## src/rtl/traffic_phase_controller.sv

```systemverilog
// Two-road traffic phase controller with demand-driven green extension,
// fixed yellow dwell and a maintenance blink mode. All outputs are registered.
module traffic_phase_controller #(
    parameter int GREEN_MIN  = 8,
    parameter int GREEN_MAX  = 30,
    parameter int YELLOW_T   = 3,
    parameter int STOP_LIMIT = 12,
    parameter int BLINK_HALF = 2
) (
    input  logic       CLK,
    input  logic       Reset,
    input  logic       A_Traffic,
    input  logic       B_Traffic,
    input  logic       Blink_Req,
    output logic [2:0] state,
    output logic [1:0] A_light,
    output logic [1:0] B_light,
    output logic [9:0] wait_cnt
);

    typedef enum logic [2:0] {
        INIT     = 3'd0,
        A_GREEN  = 3'd1,
        A_YELLOW = 3'd2,
        B_GREEN  = 3'd3,
        B_YELLOW = 3'd4,
        BLINK    = 3'd5
    } phase_t;

    localparam logic [1:0] LAMP_RED    = 2'b00;
    localparam logic [1:0] LAMP_GREEN  = 2'b01;
    localparam logic [1:0] LAMP_YELLOW = 2'b10;
    localparam logic [1:0] LAMP_OFF    = 2'b11;

    localparam logic [7:0] GMIN_M1  = 8'(GREEN_MIN - 1);
    localparam logic [7:0] GMAX_M1  = 8'(GREEN_MAX - 1);
    localparam logic [7:0] YEL_M1   = 8'(YELLOW_T - 1);
    localparam logic [7:0] BLINK_M1 = 8'(BLINK_HALF - 1);
    localparam logic [9:0] STOP_M1  = 10'(STOP_LIMIT - 1);

    phase_t     state_reg, state_next;
    logic [7:0] timer_reg, timer_next;
    logic [9:0] wait_reg, wait_next;
    logic       blink_on_reg, blink_on_next;
    logic [7:0] blink_cnt_reg, blink_cnt_next;
    logic [1:0] light_reg [2];
    logic [1:0] light_next [2];

    // Index 0 is road A, index 1 is road B; each road's green sees the other as opposing.
    logic [1:0] demand;
    logic [1:0] green_exit;
    assign demand = {B_Traffic, A_Traffic};

    generate
        for (genvar gi = 0; gi < 2; gi++) begin : g_road
            localparam phase_t GREEN_S  = (gi == 0) ? A_GREEN : B_GREEN;
            localparam phase_t YELLOW_S = (gi == 0) ? A_YELLOW : B_YELLOW;

            logic own_dem, opp_dem, min_done;
            assign own_dem  = demand[gi];
            assign opp_dem  = demand[1-gi];
            assign min_done = (timer_reg >= GMIN_M1);

            assign green_exit[gi] = (timer_reg == GMAX_M1)
                                  || (min_done && opp_dem && !own_dem)
                                  || (min_done && opp_dem && (wait_reg >= STOP_M1));

            // Lamps are decoded from the next state so they change on the same edge as state.
            assign light_next[gi] = (state_next == GREEN_S)  ? LAMP_GREEN  :
                                    (state_next == YELLOW_S) ? LAMP_YELLOW :
                                    (state_next == BLINK)    ? (blink_on_next ? LAMP_YELLOW : LAMP_OFF) :
                                                               LAMP_RED;
        end
    endgenerate

    always_comb begin
        state_next = state_reg;
        if (Blink_Req) begin
            state_next = BLINK;
        end else begin
            unique case (state_reg)
                INIT:     state_next = A_GREEN;
                A_GREEN:  if (green_exit[0]) state_next = A_YELLOW;
                A_YELLOW: if (timer_reg == YEL_M1) state_next = B_GREEN;
                B_GREEN:  if (green_exit[1]) state_next = B_YELLOW;
                B_YELLOW: if (timer_reg == YEL_M1) state_next = A_GREEN;
                BLINK:    state_next = INIT;
                default:  state_next = INIT;
            endcase
        end
    end

    always_comb begin
        timer_next     = (timer_reg == 8'hFF) ? timer_reg : timer_reg + 8'd1;
        wait_next      = 10'd0;
        blink_on_next  = 1'b1;
        blink_cnt_next = 8'd0;

        if (state_next != state_reg) begin
            timer_next = 8'd0;
        end else if (state_reg == A_GREEN && B_Traffic) begin
            wait_next = (wait_reg == 10'h3FF) ? wait_reg : wait_reg + 10'd1;
        end else if (state_reg == B_GREEN && A_Traffic) begin
            wait_next = (wait_reg == 10'h3FF) ? wait_reg : wait_reg + 10'd1;
        end

        // Blink phase runs only while staying in BLINK; entry always starts lit.
        if (state_next == BLINK && state_reg == BLINK) begin
            if (blink_cnt_reg == BLINK_M1) begin
                blink_cnt_next = 8'd0;
                blink_on_next  = !blink_on_reg;
            end else begin
                blink_cnt_next = blink_cnt_reg + 8'd1;
                blink_on_next  = blink_on_reg;
            end
        end
    end

    always_ff @(posedge CLK) begin
        if (Reset) begin
            state_reg     <= INIT;
            timer_reg     <= 8'd0;
            wait_reg      <= 10'd0;
            blink_on_reg  <= 1'b1;
            blink_cnt_reg <= 8'd0;
            light_reg[0]  <= LAMP_RED;
            light_reg[1]  <= LAMP_RED;
        end else begin
            state_reg     <= state_next;
            timer_reg     <= timer_next;
            wait_reg      <= wait_next;
            blink_on_reg  <= blink_on_next;
            blink_cnt_reg <= blink_cnt_next;
            light_reg[0]  <= light_next[0];
            light_reg[1]  <= light_next[1];
        end
    end

    assign state    = state_reg;
    assign A_light  = light_reg[0];
    assign B_light  = light_reg[1];
    assign wait_cnt = wait_reg;

endmodule
```

## config.mk

```make
export PLATFORM = sky130hd
export DESIGN_NAME = traffic_phase_controller
export DESIGN_NICKNAME = d
export VERILOG_FILES = /design/src/rtl/traffic_phase_controller.sv
export SDC_FILE = /design/constraint.sdc
export NUM_CORES = 1
export LEC_CHECK = 0
export CORE_ASPECT_RATIO = 2
export CORE_MARGIN = 4
export CORE_UTILIZATION = 55
export CTS_CLUSTER_DIAMETER = 40
export DETAILED_ROUTE_END_ITERATION = 8
export PLACE_DENSITY = 0.78
export SYNTH_ARGS = -nofsm -noshare
export SYNTH_HDL_FRONTEND = slang
export SYNTH_SLANG_ARGS = --single-unit
```

## constraint.sdc

```tcl
create_clock -name CLK -period 2.66 [get_ports CLK]
set_clock_uncertainty 0.05 [all_clocks]
set_input_delay 0.665 -clock CLK [delete_from_list [all_inputs] [get_ports CLK]]
set_output_delay 0.665 -clock CLK [all_outputs]
set_load 0.01 [all_outputs]
```

Word-level counts from Yosys, hierarchy flattened
Memories as Yosys holds them, arrays and structs flattened.
Index checks and enable logic that the tools add are counted.

storage, ports and cells
  flip-flop bits (word level) = 30
  bits in writable memories = 4
  input port bits = 5
  output and inout bits = 17
  word-level logic and storage cells = 71
  memories kept = 1

cells by class
  add/sub/neg operators = 3
  magnitude comparators = 2
  eq/ne operators = 16
  mux-type cells = 22
  bitwise gates (word level) = 3
  reductions and logical operators = 19

memory list
  memory     words  width  rd ports  clocked after memory_dff  wr ports  RTL line  text
  light_reg  2      2      2         0                         2         46        logic [1:0] light_reg [2];

operators by type and width
  operator               number
  $mux 10                3
  $add 8x1->8 const B    2
  $mux 3                 5
  $pmux 3 s5             1
  $mux 2                 7
  $eq 3x2->1 const B     4
  $eq 3x3->1 const B     4
  $add 10x1->10 const B  1
  $eq 10x10->1 const B   1
  $ge 10x4->1 const B    1
  $logic_and 1x1->1      9
  $eq 8x1->1 const B     1
  $eq 8x2->1 const B     1
  $eq 8x5->1 const B     1
  $eq 8x8->1 const B     1
  $ge 8x3->1 const B     1
  $eq 3x1->1 const B     2
  $mux 1                 6
  $logic_or 1x1->1       4
  $logic_not 1->1        3
  $logic_not 3->1        1
  $ne 3x3->1             1
  $reduce_or 3->1        1
  $or 1x1->1             2
  other kinds (2)        2

Depth between registers and ports, before layout
  depth in word-level cells = 16
  gate-level depth with buffers = 8
  depth with buffers taken out = 7

Worst setup path before layout
Ideal clock, no wire load.

  path type = input to register
  start point = input port Blink_Req
  end point = register wait_reg[3] (netlist: wait_cnt[3])
  library setup time = 0.088 ns
  arrival = 1.959 ns
  slack = 0.563 ns
  stages = 7
  path buffers = 2
  path through = clkbuf_2 > nor2_1 > a21oi_1 > a32oi_2 > o211ai_4 > buf_6 > nor4_2

on the way
  longest elaborated chain between the ends = 3

RTL lines
  what                              RTL line  text
  start, declared                   14        input logic Blink_Req,
  $mux 3                            78        if (Blink_Req) begin
  $ne 3x3->1                        99        if (state_next != state_reg) begin
  $reduce_or 2->1 (no source line)  n/a
  end signal, assigned              131       wait_reg <= wait_next;
  end, declared                     43        logic [9:0] wait_reg, wait_next;

Every way passes these cells.
A chain may end at the register's enable or synchronous reset.

Worst setup path after layout
  start point = input port B_Traffic
  end point = register wait_reg[8] (netlist: wait_cnt[8])

on the way
  longest elaborated chain between the ends = 9

RTL lines
  what                                                  RTL line  text
  start, declared                                       13        input logic B_Traffic,
  $logic_not 1->1 or $logic_and 1x1->1 (tied branches)  65, 66
  $logic_and 1x1->1                                     65        || (min_done && opp_dem && !own_dem)
  $logic_or 1x1->1                                      65
  $logic_or 1x1->1                                      66        || (min_done && opp_dem && (wait_reg >= STOP_M1));
  $mux 3, on equally long branches                      85, 83
  $pmux 3 s5                                            81        unique case (state_reg)
  $mux 3                                                78
  $ne 3x3->1                                            99
  $reduce_or 2->1 (no source line)                      n/a

Several ways; a longest one is shown, not always the timed one.

==> results.ini <==
[status]
outcome = completed

[synth]
synth_top_family_by_area = simple AND/OR/NAND/NOR gates
synth-xor-area-share_pct = 5.508
syn_area_per_cell_um2 = 9.130
synth_ff_type = dfxtp_1
syn_nets = 220
synth_area_mm2 = 0.001908
ys_warn_count = 0
yosys.area_share.simple_pct = 27.34
synth-seq-cells = 34
netlist_instances = 209
synth_compound_area_share_pct = 20.26
yosysUniqueCellTypes = 51
yosys.area.top_type_share_pct = 35.67
synth_edf_count = 0
synthMuxAreaShare_pct = 3.738
synthAdderAreaFrac_pct = 3.934
synth.area.top_cells = dfxtp_1 (36%), nor2_1 (4.5%), ha_1 (3.9%), xnor2_1 (3.2%), mux2i_1 (3.1%)
yosys.area.top_type = dfxtp_1
async_flop_share_pct = 0
synth_seq_area_share_pct = 35.67

[global_route]
grt_pass1_vias = 1695
grt_pass1_wl_mm = 7.741
gr-total-overflow = 0
top_usage_layer = met2
grt_max_degree = 19
antenna_found_initial = 0
track_usage_pct = 21.35
use_met2_pct = 40.38
use_met1_pct = 22.08
grt.met3_usage_pct = 3.284

[drt]
postRouteAntennaNets = 0
dr_total_vias = 1662
drt_wl_total_mm = 4.228
avgRoutedWirePerCell_um = 15.60
viasPerCell = 6.133
drc = 0
drt-initial-drc-count = 42
drtPass1Iterations = 4

[clocking]
post-cts-setup-buffer-count = 0
htreeDepth = 2
cts_tree = yes
cts_made_buffers = 5
cts_hold_buf = 0
clock_insertion_delay_worst_skew_ns = 0.28
root_buffer = clkbuf_8
clkSinkCount = 34
cts_resized = 0
clk_pin_slew_ns = 0.07
clock_path_buffers = 2

[placement]
dp_cells = 264
routabilityCongestion = 0.8811
portBuffers = 21
place.detailed.hpwl_mm = 3.254

[critical_path]
critPathCaptureType = flip-flop
cp.depth = 6
startpoint_type = primary input
path_cells = clkdlybuf4s50_1, and2_1, nand4_2, a211oi_4, o2111ai_4, a2111oi_4
cp_num_buf_inv = 1
path_class = primary input to flip-flop
critPathTopFamily = compound AO/OA/AOI/OAI gates
r2r_start = wait_cnt[0]$_SDFF_PP0_
crit_fanout = 10
regToRegEndpoint = wait_cnt[8]$_SDFF_PP0_
cpMaxStageDelayCell = clkdlybuf4s50_1
r2r_setup_slack_ns = 0.35
critPathArrivalTime_ns = 2.46
reg2reg_depth = 6
crit_path_max_incr_delay_ns = 0.53
cp.required_ns = 2.80

[die]
die-area_mm2 = 0.004533
rows = 30
initial_core_util_pct = 56.48
die_h_um = 91.30
dieWidth_um = 49.65
pin_count = 22
core_area_mm2 = 0.003378

[sta]
tns_ns = 0
timing.final.crit_share_pct = 87.12
drv_slew = 0
final_hold_viol_count = 0
fmax_ghz = 0.4315
layout_min_cycle_time_ns = 2.317
setup_viol = 0
rsz0062_at_grt = no
worst_slew_pin_slew_ns = 0.4490
maxSlewHeadroom_pct = 69.75

[power]
power.total_mw = 0.9858
power_frac_comb_pct = 11.0
p_int_mw = 0.7394
leakage_nw = 0.7745
pwr-share-clk_pct = 35.7
ir_drop_mv = 0.5161
switching_share_pct = 25.00
power.density_mw_per_mm2 = 433.8
switching_power_mw = 0.2464
pwr-share-seq_pct = 53.2

[worst_hold_path]
hp-start = blink_cnt_reg[0]$_SDFF_PP0_
whs_endpoint = blink_cnt_reg[0]$_SDFF_PP0_
min_path_cells = 1
holdCritPathClass = flip-flop to flip-flop

[finish]
seqCellArea_um2 = 680.7
multi_input_area_mm2 = 0.001160
drive_above_1_share_pct = 12.97
finalNonFillerCells = 271
fin_nets = 250
nFillCells = 291
largest_reg_flops = 10
antenna_cells = 0
area_growth_pct = 19.08

[flow_run]
maxCapViolCount = 0

## per-stage QoR
step	hold slack (ns)	area, um^2	setup slack, ns	utilization [%]
final	0.4189	2272	0.3425	67.26
after detailed placement	0.4103	2193	0.03027	64.93
after CTS	0.4243	2272	0.3127	67.26
after global placement	0.4019	2193	0.1003	64.93
after global routing	0.4776	2272	0.1653	67.26
after floorplan	0.3834	1908	0.5631	-
## synthesized netlist by cell type (3+ instances only)
| library cell | instances |
|---|---|
| a211oi_1 | 5 |
| a21oi_1 | 6 |
| and2_1 | 3 |
| and3_1 | 7 |
| dfxtp_1 | 34 |
| ha_1 | 6 |
| inv_1 | 9 |
| mux2i_1 | 6 |
| nand2_1 | 11 |
| nand3_1 | 12 |
| nand4_1 | 4 |
| nor2_1 | 23 |
| nor3_1 | 9 |
| nor4_1 | 9 |
| nor4_2 | 3 |
| o21ai_0 | 9 |
| xnor2_1 | 7 |
| xor2_1 | 5 |
## layer usage
metal	vias to the layer above	part of all wire [%]
met1	799	38
li1	831	-
met5	-	0
met2	26	58
met4	0	1.8
met3	6	2.5
## area by class of cell
type                            count  area share (%)
Timing Repair Buffer               28           12.11
Clock buffer                        5           3.029
Inverter                           10           1.652
Tap cell                           32           1.762
Clock inverter                      2          0.4405
Multi-Input combinational cell    160           51.05
Sequential cell                    34           29.96
## cell usage in the layout (no fill, tap or decap), drive strengths merged, types with 2 or more instances in the layout
| master | instances |
|---|---|
| ha | 6 |
| a211oi | 9 |
| o21ai | 10 |
| inv | 9 |
| buf | 7 |
| nand3 | 12 |
| nor4 | 13 |
| and2 | 3 |
| a32oi | 2 |
| nand4 | 6 |
| xnor2 | 7 |
| o211ai | 3 |
| o31ai | 2 |
| clkbuf | 5 |
| o2111ai | 2 |
| xor2 | 5 |
| a21oi | 6 |
| nand2b | 2 |
| nor2 | 23 |
| and3 | 7 |
| clkinv | 3 |
| nor3 | 9 |
| nand2 | 11 |
| mux2i | 6 |
| dfxtp | 34 |
| clkdlybuf4s50 | 21 |
| nor2b | 2 |
## worst max-delay path by stage
stage                     slack [ns]                       from                        end
final                           0.34                  B_Traffic     wait_cnt[8]$_SDFF_PP0_
after CTS                       0.31     wait_cnt[0]$_SDFF_PP0_     wait_cnt[8]$_SDFF_PP0_
after global routing            0.17  timer_reg[0]$_SDFFE_PP0P_  timer_reg[5]$_SDFFE_PP0P_
after floorplan                 0.56                  Blink_Req     wait_cnt[3]$_SDFF_PP0_
after detailed placement        0.03                  B_Traffic     wait_cnt[8]$_SDFF_PP0_
after global placement          0.10                  B_Traffic     wait_cnt[8]$_SDFF_PP0_
## cell families (layout without fill, tap and decap cells)
| group | Yosys count | in the layout |
|---|---|---|
| xor+xnor | 12 | 12 |
| buf+inv | 15 | 45 |
| compound gates | 43 | 43 |
| mux | 7 | 7 |
| fa+ha+maj | 6 | 6 |
| simple gates | 92 | 92 |
| flops | 34 | 34 |
## power groups by stage
stage	clock (mW)	sequential [mW]	combinational (mW)
final	0.352	0.525	0.109
after global routing	0.390	0.526	0.118
after CTS	0.358	0.525	0.109
after detailed placement	0	0.536	0.108
after global placement	0	0.536	0.107
after floorplan	0	0.536	0.0667
Note: power is estimated with default switching activity, not from simulation.
